==> src/rtl/core_dispatch.sv <==
// core_dispatch: fetches tagged 16-bit program words and drives one CPU7 core's instruction,
// push and pcp-step strobes. Long literals (tag 10) exist only with CORE_DISPATCH_LONG_LIT_EN.
module core_dispatch #(
   parameter int ADDR_W = 28
) (
   input  logic              clk,
   input  logic              rst,
   input  logic              start,
   output logic              mem_rd_en,
   output logic [ADDR_W-1:0] mem_addr,
   input  logic [15:0]       mem_rdata,
   input  logic [27:0]       core_pcp,
   input  logic              acore_idle,
   output logic [55:0]       push_value,
   output logic              push_en,
   output logic [13:0]       instr,
   output logic              instr_en,
   output logic              pcp_step_en,
   output logic              busy,
   output logic              halted,
   output logic              fault
);

   typedef enum logic [2:0] {
      S_IDLE, S_FETCH, S_CAPTURE, S_ISSUE, S_DRAIN, S_HALT
   } state_t;

   localparam logic [1:0] TAG_INSTR = 2'b00;
   localparam logic [1:0] TAG_SHORT = 2'b01;
   localparam logic [1:0] TAG_LONG  = 2'b10;

   // The pending word register doubles as the long-literal shift register when enabled.
`ifdef CORE_DISPATCH_LONG_LIT_EN
   localparam int VAL_W = 56;
`else
   localparam int VAL_W = 14;
`endif

   state_t            state, state_d;
   logic [ADDR_W-1:0] fa;
   logic [2:0]        debt;
   logic [VAL_W-1:0]  word_val, cand_val;
   logic              word_is_instr, cand_is_instr;
   logic              accept, cap, ready, do_issue, step, set_fault;
`ifdef CORE_DISPATCH_LONG_LIT_EN
   logic [2:0]        lit_cnt;
   logic              lit_load, lit_shift;
`endif

   assign mem_rd_en = (state == S_FETCH);
   assign mem_addr  = fa;
   assign busy      = (state != S_IDLE) && (state != S_HALT);
   assign halted    = (state == S_HALT);
   assign accept    = !busy && start;
   assign step      = acore_idle && (debt != 3'd0);

   always_comb begin
      // NOTE: every signal gets a default first so no path can infer a latch.
      state_d       = state;
      cap           = 1'b0;
      ready         = 1'b0;
      set_fault     = 1'b0;
      cand_is_instr = word_is_instr;
      cand_val      = word_val;
`ifdef CORE_DISPATCH_LONG_LIT_EN
      lit_load      = 1'b0;
      lit_shift     = 1'b0;
`endif
      case (state)
         S_IDLE, S_HALT: if (start) state_d = S_FETCH;
         S_FETCH:        state_d = S_CAPTURE;
         S_CAPTURE: begin
            cand_is_instr = (mem_rdata[15:14] == TAG_INSTR);
            cand_val      = VAL_W'(mem_rdata[13:0]);
`ifdef CORE_DISPATCH_LONG_LIT_EN
            if (lit_cnt != 3'd0) begin
               // Payload words ignore their tag; first payload ends up most significant.
               cap           = 1'b1;
               lit_shift     = 1'b1;
               cand_is_instr = 1'b0;
               cand_val      = {word_val[VAL_W-15:0], mem_rdata[13:0]};
               ready         = (lit_cnt == 3'd1);
               state_d       = ready ? S_ISSUE : S_FETCH;
            end else begin
`else
            begin
`endif
               case (mem_rdata[15:14])
                  TAG_INSTR, TAG_SHORT: begin
                     cap     = 1'b1;
                     ready   = 1'b1;
                     state_d = S_ISSUE;
                  end
                  TAG_LONG: begin
`ifdef CORE_DISPATCH_LONG_LIT_EN
                     cap      = 1'b1;
                     lit_load = 1'b1;
                     state_d  = S_FETCH;
`else
                     set_fault = 1'b1;
                     state_d   = S_DRAIN;
`endif
                  end
                  default: state_d = S_DRAIN;
               endcase
            end
         end
         S_ISSUE: ready = 1'b1;
         S_DRAIN: if (debt == 3'd0) state_d = S_HALT;
         default: state_d = S_IDLE;
      endcase
      // A freshly captured word issues in its capture cycle when the core is already idle.
      do_issue = ready && acore_idle && !(instr_en || push_en);
      if (do_issue) state_d = S_FETCH;
   end

   always_ff @(posedge clk) begin
      if (rst) begin
         state         <= S_IDLE;
         fa            <= '0;
         debt          <= '0;
         word_val      <= '0;
         word_is_instr <= 1'b0;
         fault         <= 1'b0;
         push_value    <= '0;
         push_en       <= 1'b0;
         instr         <= '0;
         instr_en      <= 1'b0;
         pcp_step_en   <= 1'b0;
`ifdef CORE_DISPATCH_LONG_LIT_EN
         lit_cnt       <= '0;
`endif
      end else begin
         // NOTE: non-blocking assignments so every register samples pre-edge values.
         state       <= state_d;
         instr_en    <= 1'b0;
         push_en     <= 1'b0;
         pcp_step_en <= step;
         debt        <= debt + 3'(cap) - 3'(step);
         if (accept)                fa <= core_pcp[ADDR_W-1:0];
         else if (state == S_FETCH) fa <= fa + ADDR_W'(1);
         if (state == S_CAPTURE) begin
            word_val      <= cand_val;
            word_is_instr <= cand_is_instr;
         end
         if (set_fault) fault <= 1'b1;
`ifdef CORE_DISPATCH_LONG_LIT_EN
         if (lit_load)       lit_cnt <= 3'd4;
         else if (lit_shift) lit_cnt <= lit_cnt - 3'd1;
`endif
         if (do_issue) begin
            if (cand_is_instr) begin
               instr    <= cand_val[13:0];
               instr_en <= 1'b1;
            end else begin
               push_value <= 56'(cand_val);
               push_en    <= 1'b1;
            end
         end
      end
   end

endmodule

==> config.mk <==
export PLATFORM = sky130hd
export DESIGN_NAME = core_dispatch
export DESIGN_NICKNAME = d
export VERILOG_FILES = /design/src/rtl/core_dispatch.sv
export SDC_FILE = /design/constraint.sdc
export NUM_CORES = 1
export LEC_CHECK = 0
export ABC_AREA = 1
export BUFFER_PORTS_ARGS = -buffer_cell sky130_fd_sc_hd__buf_2
export CAP_MARGIN = 20
export CELL_PAD_IN_SITES_DETAIL_PLACEMENT = 1
export CELL_PAD_IN_SITES_GLOBAL_PLACEMENT = 2
export CORE_ASPECT_RATIO = 0.75
export CORE_UTILIZATION = 24
export DETAILED_ROUTE_END_ITERATION = 12
export GPL_ROUTABILITY_DRIVEN = 0
export GPL_TIMING_DRIVEN = 0
export PLACE_DENSITY_LB_ADDON = 0.1
export SLEW_MARGIN = 20
export SYNTH_ARGS = -nofsm -noshare
export SYNTH_HDL_FRONTEND = slang
export SYNTH_SLANG_ARGS = --single-unit
==> constraint.sdc <==
create_clock -name clk -period 1.89 [get_ports clk]
set_input_delay 0.0945 -clock clk [delete_from_list [all_inputs] [get_ports clk]]
set_output_delay 0.0945 -clock clk [all_outputs]
set_load 0.01 [all_outputs]
==> results of run 1 <==
-- power by group --
part,switching (W),internal [W],total (W)
registers,0.000401,0.00207,0.00247
logic,0.00184,0.00113,0.00297
clock network,0.000740,0.000923,0.00166
-- routing by layer --
| layer | track usage | wire (um) | vias to the layer above |
|---|---|---|---|
| li1 | - | - | 2317 |
| met1 | 0.266 | 8380 | 2233 |
| met2 | 0.264 | 7170 | 122 |
| met3 | 0.0382 | 966 | 12 |
| met4 | 0.0391 | 155 | 0 |
| met5 | 0 | 0 | - |
-- synthesized netlist by cell type (all sizes together), types with 7 or more instances --
library cell  instances
a21oi                37
a31oi                 7
buf                  56
clkbuf               10
dfxtp                81
inv                  58
mux2i                10
nand2               133
nand3                41
nand4                 8
nor2                107
nor3                  7
o21ai                47
or2                   9
-- logic make-up after synthesis --
group           count (synthesis)
xor+xnor                        4
simple gates                  310
fa+ha+maj                       4
other cells                     1
flops                          81
mux                            10
compound gates                104
buf+inv                       124
-- worst register-to-register path: stages, from the launching register on --
cell     delay [ps]
dfxtp_1         350
nor3_4          230
nor2_1           90
ha_4            270
inv_2            40
ha_4            150
fa_2            520
inv_1            40
nor2_1           70
-- cell type report --
cell class | instances | area share
inverters | 58 | 0.0386
multi-input cells | 474 | 0.403
repair buffers | 119 | 0.106
clock buffers | 11 | 0.0412
well taps | 242 | 0.0514
clock inverters | 5 | 0.00531
plain buffers | 66 | 0.0777
flip-flops and latches | 81 | 0.277
-- flip-flops by register name (all words and copies together) (netlist names) --
name,cells
mem_addr,28
instr,14
fault,1
push_en,1
word_is_instr,1
state,3
word_val,14
debt,3
instr_en,1
push_value,14
pcp_step_en,1
-- placed cells by master (no fill, tap or decap), types with 3 or more instances in the layout --
cell,Yosys,routed
o21ai_0,38,37
buf_2,7,114
o21ai_2,2,3
a31oi_1,7,7
buf_6,3,3
buf_4,46,56
or2_2,8,8
inv_4,0,4
conb_1,1,42
clkinv_2,0,3
dfxtp_1,81,77
nand2_4,0,4
clkbuf_16,0,9
nand2_1,129,127
o211ai_1,6,6
nor2_2,2,4
nor2_4,3,8
nand3b_1,5,5
clkbuf_1,9,10
mux2i_1,10,10
o21ai_1,7,7
nor2_1,102,95
a21oi_1,37,37
xor2_1,4,4
nand3_1,39,39
inv_2,5,3
inv_1,53,51
nor3_1,7,6
nand4_1,8,8
-- through the flow --
| step | instances | utilization |
|---|---|---|
| 3_5_place_dp | 1030 | 0.303 |
| 4_1_cts | 1051 | 0.323 |
| 6_report | 1056 | 0.331 |
| 3_3_place_gp | 1030 | 0.303 |
| 5_1_grt | 1056 | 0.331 |
| 2_1_floorplan | 679 | - |
-- path summary, 6_finish.rpt --
path	from	endpoint	depth (start not counted)
max	debt[0]$_SDFF_PP0_	debt[1]$_SDFF_PP0_	8
max reg2reg	debt[0]$_SDFF_PP0_	debt[1]$_SDFF_PP0_	8
min reg2reg	push_value[3]$_SDFFE_PP0P_	push_value[3]$_SDFFE_PP0P_	2
min	core_pcp[11]	mem_addr[11]$_SDFFE_PP0P_	3
-- timing repair --
action                                  in CTS  in global routing
hold buffers                                 1                  0
buffers inserted                             4                  5
cloned                                       0                  0
endpoints found under the setup margin      18                 34
pin swaps                                    1                 10
endpoints found under the hold margin        1                  0
gates resized for setup                     13                 28
==> impl_metrics.yaml, run 1 <==
cells_and_area:
  seq_area_um2: 1630
  fillCellCount: 2290
  layout-drive-gt1-share: 0.292
  antenna_cells: 0
  final_cell_area_um2: 5890
  final_nets: 861
  area_delta_synth_final_pct: 33.9
  multiInputGateArea_um2: 2370
yosys:
  synth.mux.area_fraction: 0.0227
  post-synth-top-area-cell: "dfxtp_1"
  ys_warn_count: 0
  synth_compound_area_frac: 0.130
  seq_area_frac_synth: 0.368
  yosys.area.top_type_share: 0.368
  synth_area_um2: 4400
  synth_xor_area_frac: 0.00796
  ys_ff_latch: 81
  yosys.area_share.simple: 0.305
  synthAdderAreaFrac: 0.0131
  avgSynthCellArea_um2: 6.90
  postSynthCellCount: 638
  synth_edf_count: 0
  synthDistinctLibCells: 37
  synth_ff_type: "dfxtp_1"
  synth_top_family_by_area: "simple AND/OR/NAND/NOR gates"
  async_flop_share: 0
  synthTopCellsByArea: "dfxtp_1 (37%), nand2_1 (11%), nor2_1 (8.7%)"
setup_path:
  slowest_delay_ps: 520
  endpoint_kind: "register"
  required_ps: 2170
  worstPathArrival_ps: 2090
  cp.buffers_inverters: 2
  critPathTopFamily: "adder cells"
  worst-path-max-fanout: 3
  rrSetupSlack_ps: 70
  path_cells: "nor3_4 > nor2_1 > ha_4 > inv_2 > ha_4 > fa_2 > inv_1 > nor2_1"
  setup.worst_path.start_class: "register"
  worstSetupPathType: "register to register"
  crit_path_top_delay_cell: "fa_2"
power_and_ir_drop:
  vdd_drop_max_uv: 376
  fin_total_pwr_w: 0.00711
  power_density_nw_per_um2: 1210
  leakage_nw: 2.78
floorplanning:
  coreArea_um2: 17800
  initial_utilization: 0.247
  die_x_um: 158
  io_pins: 153
  die-height_um: 119
  die_area_um2: 18900
  rows: 42
grt:
  grt_pass1_vias: 4664
  grt.overflow.total: 0
  grt_start_max_net_pins: 14
  grt.total_usage: 0.180
  grt_pass1_wl_um: 25400
  antenna_found_initial: 0
placed_design:
  dp_hpwl_um: 12700
  dpl_cell_area_um2: 5400
  pre_cts_ws_ps: -279
  place.port_buffers: 109
detailed_routing:
  vias: 4684
  drt_iter0_drc: 294
  drtPass1Iterations: 4
  drc: 0
  post_drt_wl_per_cell_um: 15.8
  detail-route-antenna-nets: 0
  viasPerCell: 4.44
  drt_wl_total_um: 16700
timing:
  fin_ws_ps: 72.8
  slew_viol_final: 0
  fmax_mhz: 550
  setup_viol: 0
  slew-limit-headroom: 0.536
  finClkSkew_ps: 4.64
  finalCritPeriodShare: 0.961
  rsz0062_at_grt: "true"
  holdWs_ps: 27.1
  worstMarginPinSlew_ps: 696
  hold_violations: 0
  period_minus_slack_ps: 1820
  setup_tns_ps: 0
clocking:
  cts_buffers: 9
  cts_tree: "yes"
  clockRootBuffer: "clkbuf_16"
  clk-insertion-delay-late_ps: 340
  htreeDepth: 3
  cts.path.max_buffers: 2
  clkTransAtPathRegs_ps: 60
  cts.sinks: 81
status:
  outcome: "finished, final reports clean"
run:
  cap_violations: 0
min_path:
  hold_class: "primary input to register"
Note: power is estimated with default switching activity, not from simulation.
==> inputs of run 2 (changes only) <==
--- a/config.mk
+++ b/config.mk
@@ -15,7 +15,7 @@
 export DETAILED_ROUTE_END_ITERATION = 12
 export GPL_ROUTABILITY_DRIVEN = 0
 export GPL_TIMING_DRIVEN = 0
-export PLACE_DENSITY_LB_ADDON = 0.1
+export PLACE_DENSITY = 0.76
 export SLEW_MARGIN = 20
 export SYNTH_ARGS = -nofsm -noshare
 export SYNTH_HDL_FRONTEND = slang
==> impl_metrics.yaml, run 2 (same netlist as run 1, synthesis figures left out) <==
timing:
  period_minus_slack_ps: 1810
  worstMarginPinSlew_ps: 713
  slew-limit-headroom: 0.525
  hold_violations: 0
  finClkSkew_ps: 9.72
  fmax_mhz: 553
  setup_viol: 0
  finalCritPeriodShare: 0.958
  slew_viol_final: 0
  holdWs_ps: 21.6
cells_and_area:
  final_util: 0.332
  fillCellCount: 2312
  area_delta_synth_final_pct: 34.3
  final_cell_mix: "nand2_1 (128), buf_2 (115), nor2_1 (94)"
  largest_register_ffs: 28
  layout-drive-gt1-share: 0.299
  antenna_cells: 0
  final_nets: 864
  mostFrequentLayoutCell: "nand2_1"
grt:
  grt.total_usage: 0.175
  grt_start_max_net_pins: 16
  met3_usage: 0.0346
  grt_busiest_layer: "met2"
  antenna_found_initial: 1
  grt_util_met1: 0.255
  grt.overflow.total: 0
  grt_use_met2: 0.265
  grt_pass1_vias: 4590
  grt_pass1_wl_um: 24900
power_and_ir_drop:
  pwr-share-clk: 0.240
  p_switching_w: 0.00306
  leakage_nw: 2.79
  power_density_nw_per_um2: 1220
  p_int_w: 0.00415
  switching_share: 0.425
  vdd_drop_max_uv: 412
  p_seq_frac: 0.343
  pwr-share-comb: 0.417
floorplanning:
  io_pins: 153
  die_x_um: 158
  coreArea_um2: 17800
  initial_utilization: 0.247
  die-height_um: 119
  die_area_um2: 18900
  rows: 42
setup_path:
  required_ps: 2180
  worst-path-max-fanout: 3
  setup.worst_path.start_class: "register"
  worstSetupPathType: "register to register"
  path_cells: "inv_2 > nand2_4 > nor2_4 > nand2_4 > ha_4 > inv_2 > ha_4 > fa_2 > inv_2 > nor2_2"
  slowest_delay_ps: 530
  crit_path_top_delay_cell: "fa_2"
  critPathMostFrequentCell: "inv_2"
  rrSetupSlack_ps: 80
  worstPathArrival_ps: 2100
  endpoint_kind: "register"
clocking:
  clk-insertion-delay-late_ps: 350
  cts_buffers: 9
  clockRootBuffer: "clkbuf_16"
  cts.sinks: 81
  cts.path.max_buffers: 2
  cts_tree: "yes"
  clkTransAtPathRegs_ps: 70
  htreeDepth: 3
detailed_routing:
  vias: 4581
  detail-route-antenna-nets: 0
  viasPerCell: 4.33
  drtPass1Iterations: 6
  post_drt_wl_per_cell_um: 15.3
  drt_iter0_drc: 195
  drc: 0
  drt_wl_total_um: 16200
min_path:
  hold_class: "primary input to register"
status:
  outcome: "finished, final reports clean"
placed_design:
  place.port_buffers: 109
  dp_hpwl_um: 12200
run:
  cap_violations: 0
## run 2: cell types whose count changed in the layout (fill, tap and decap cells not counted), moves of 2 or more
cell,before,now
clkinv_2,3,1
dfxtp_1,77,75
buf_4,56,58
inv_6,0,2
inv_2,3,5
nor2_2,4,7
nor2_4,8,6
dfxtp_2,2,5
## run 2: critical path, delay by kind of cell, from the launching register on
| family | cells | cell delay [ps] |
|---|---|---|
| adders and majority gates | 3 | 940 |
| buffers and inverters | 3 | 160 |
| DFF | 1 | 330 |
| and+or+nand+nor | 4 | 320 |
## run 2: per-layer routing
| metal | share of wire | wire length (um) |
|---|---|---|
| met3 | 0.059 | 964 |
| met2 | 0.43 | 6990 |
| met4 | 0.0081 | 132 |
| met1 | 0.50 | 8130 |
| met5 | 0 | 0 |
## run 2: power groups by stage
| stage | sequential (W) | combinational [W] | clock, W |
|---|---|---|---|
| after floorplan | 0.00249 | 0.00168 | 0 |
| after global placement | 0.00249 | 0.00267 | 0 |
| after detailed placement | 0.00249 | 0.00269 | 0 |
| after CTS | 0.00248 | 0.00280 | 0.00178 |
| after global routing | 0.00253 | 0.00335 | 0.00184 |
| final | 0.00247 | 0.00301 | 0.00173 |
## run 2: worst paths after layout
kind                            depth (start not counted)                  endpoint                  start
worst min-delay path                                    3  mem_addr[5]$_SDFFE_PP0P_            core_pcp[5]
worst max-delay path                                   10        debt[1]$_SDFF_PP0_  state[2]$_SDFFE_PP0P_
worst max register to register                         10        debt[1]$_SDFF_PP0_  state[2]$_SDFFE_PP0P_
worst min register to register                          2     instr[5]$_SDFFE_PP0P_  instr[5]$_SDFFE_PP0P_
## run 2: layout make-up
class	instances	area (um2)	share of cell area
inverter	58	225	0.0381
sequential	81	1630	0.276
buffer	66	455	0.0771
clock inverter	6	50.0	0.00847
clock buffer	10	229	0.0387
multi-input combinational	474	2370	0.401
tap	242	303	0.0512
timing repair buffer	122	648	0.110
## run 2: what timing repair did
| item | in CTS | in global routing |
|---|---|---|
| pin swaps | 1 | 5 |
| endpoints found under the setup margin | 5 | 22 |
| setup buffers | 6 | 5 |
| hold buffers | 2 | 0 |
| cloned | 0 | 0 |
| gates resized for setup | 11 | 29 |
| hold endpoints to repair | 2 | 0 |
## run 2: per-stage QoR
stage          instance area [um2]  setup slack [ps]  setup TNS [ps]  cells  power [W]
2_1_floorplan                 4550              8.81               0    679    0.00416
3_3_place_gp                  5400              -234            -405   1030    0.00516
3_5_place_dp                  5400              -273            -449   1030    0.00518
4_1_cts                       5780              4.09               0   1054    0.00706
5_1_grt                       5910             -3.20           -5.01   1059    0.00772
6_report                      5910              80.1               0   1059    0.00721
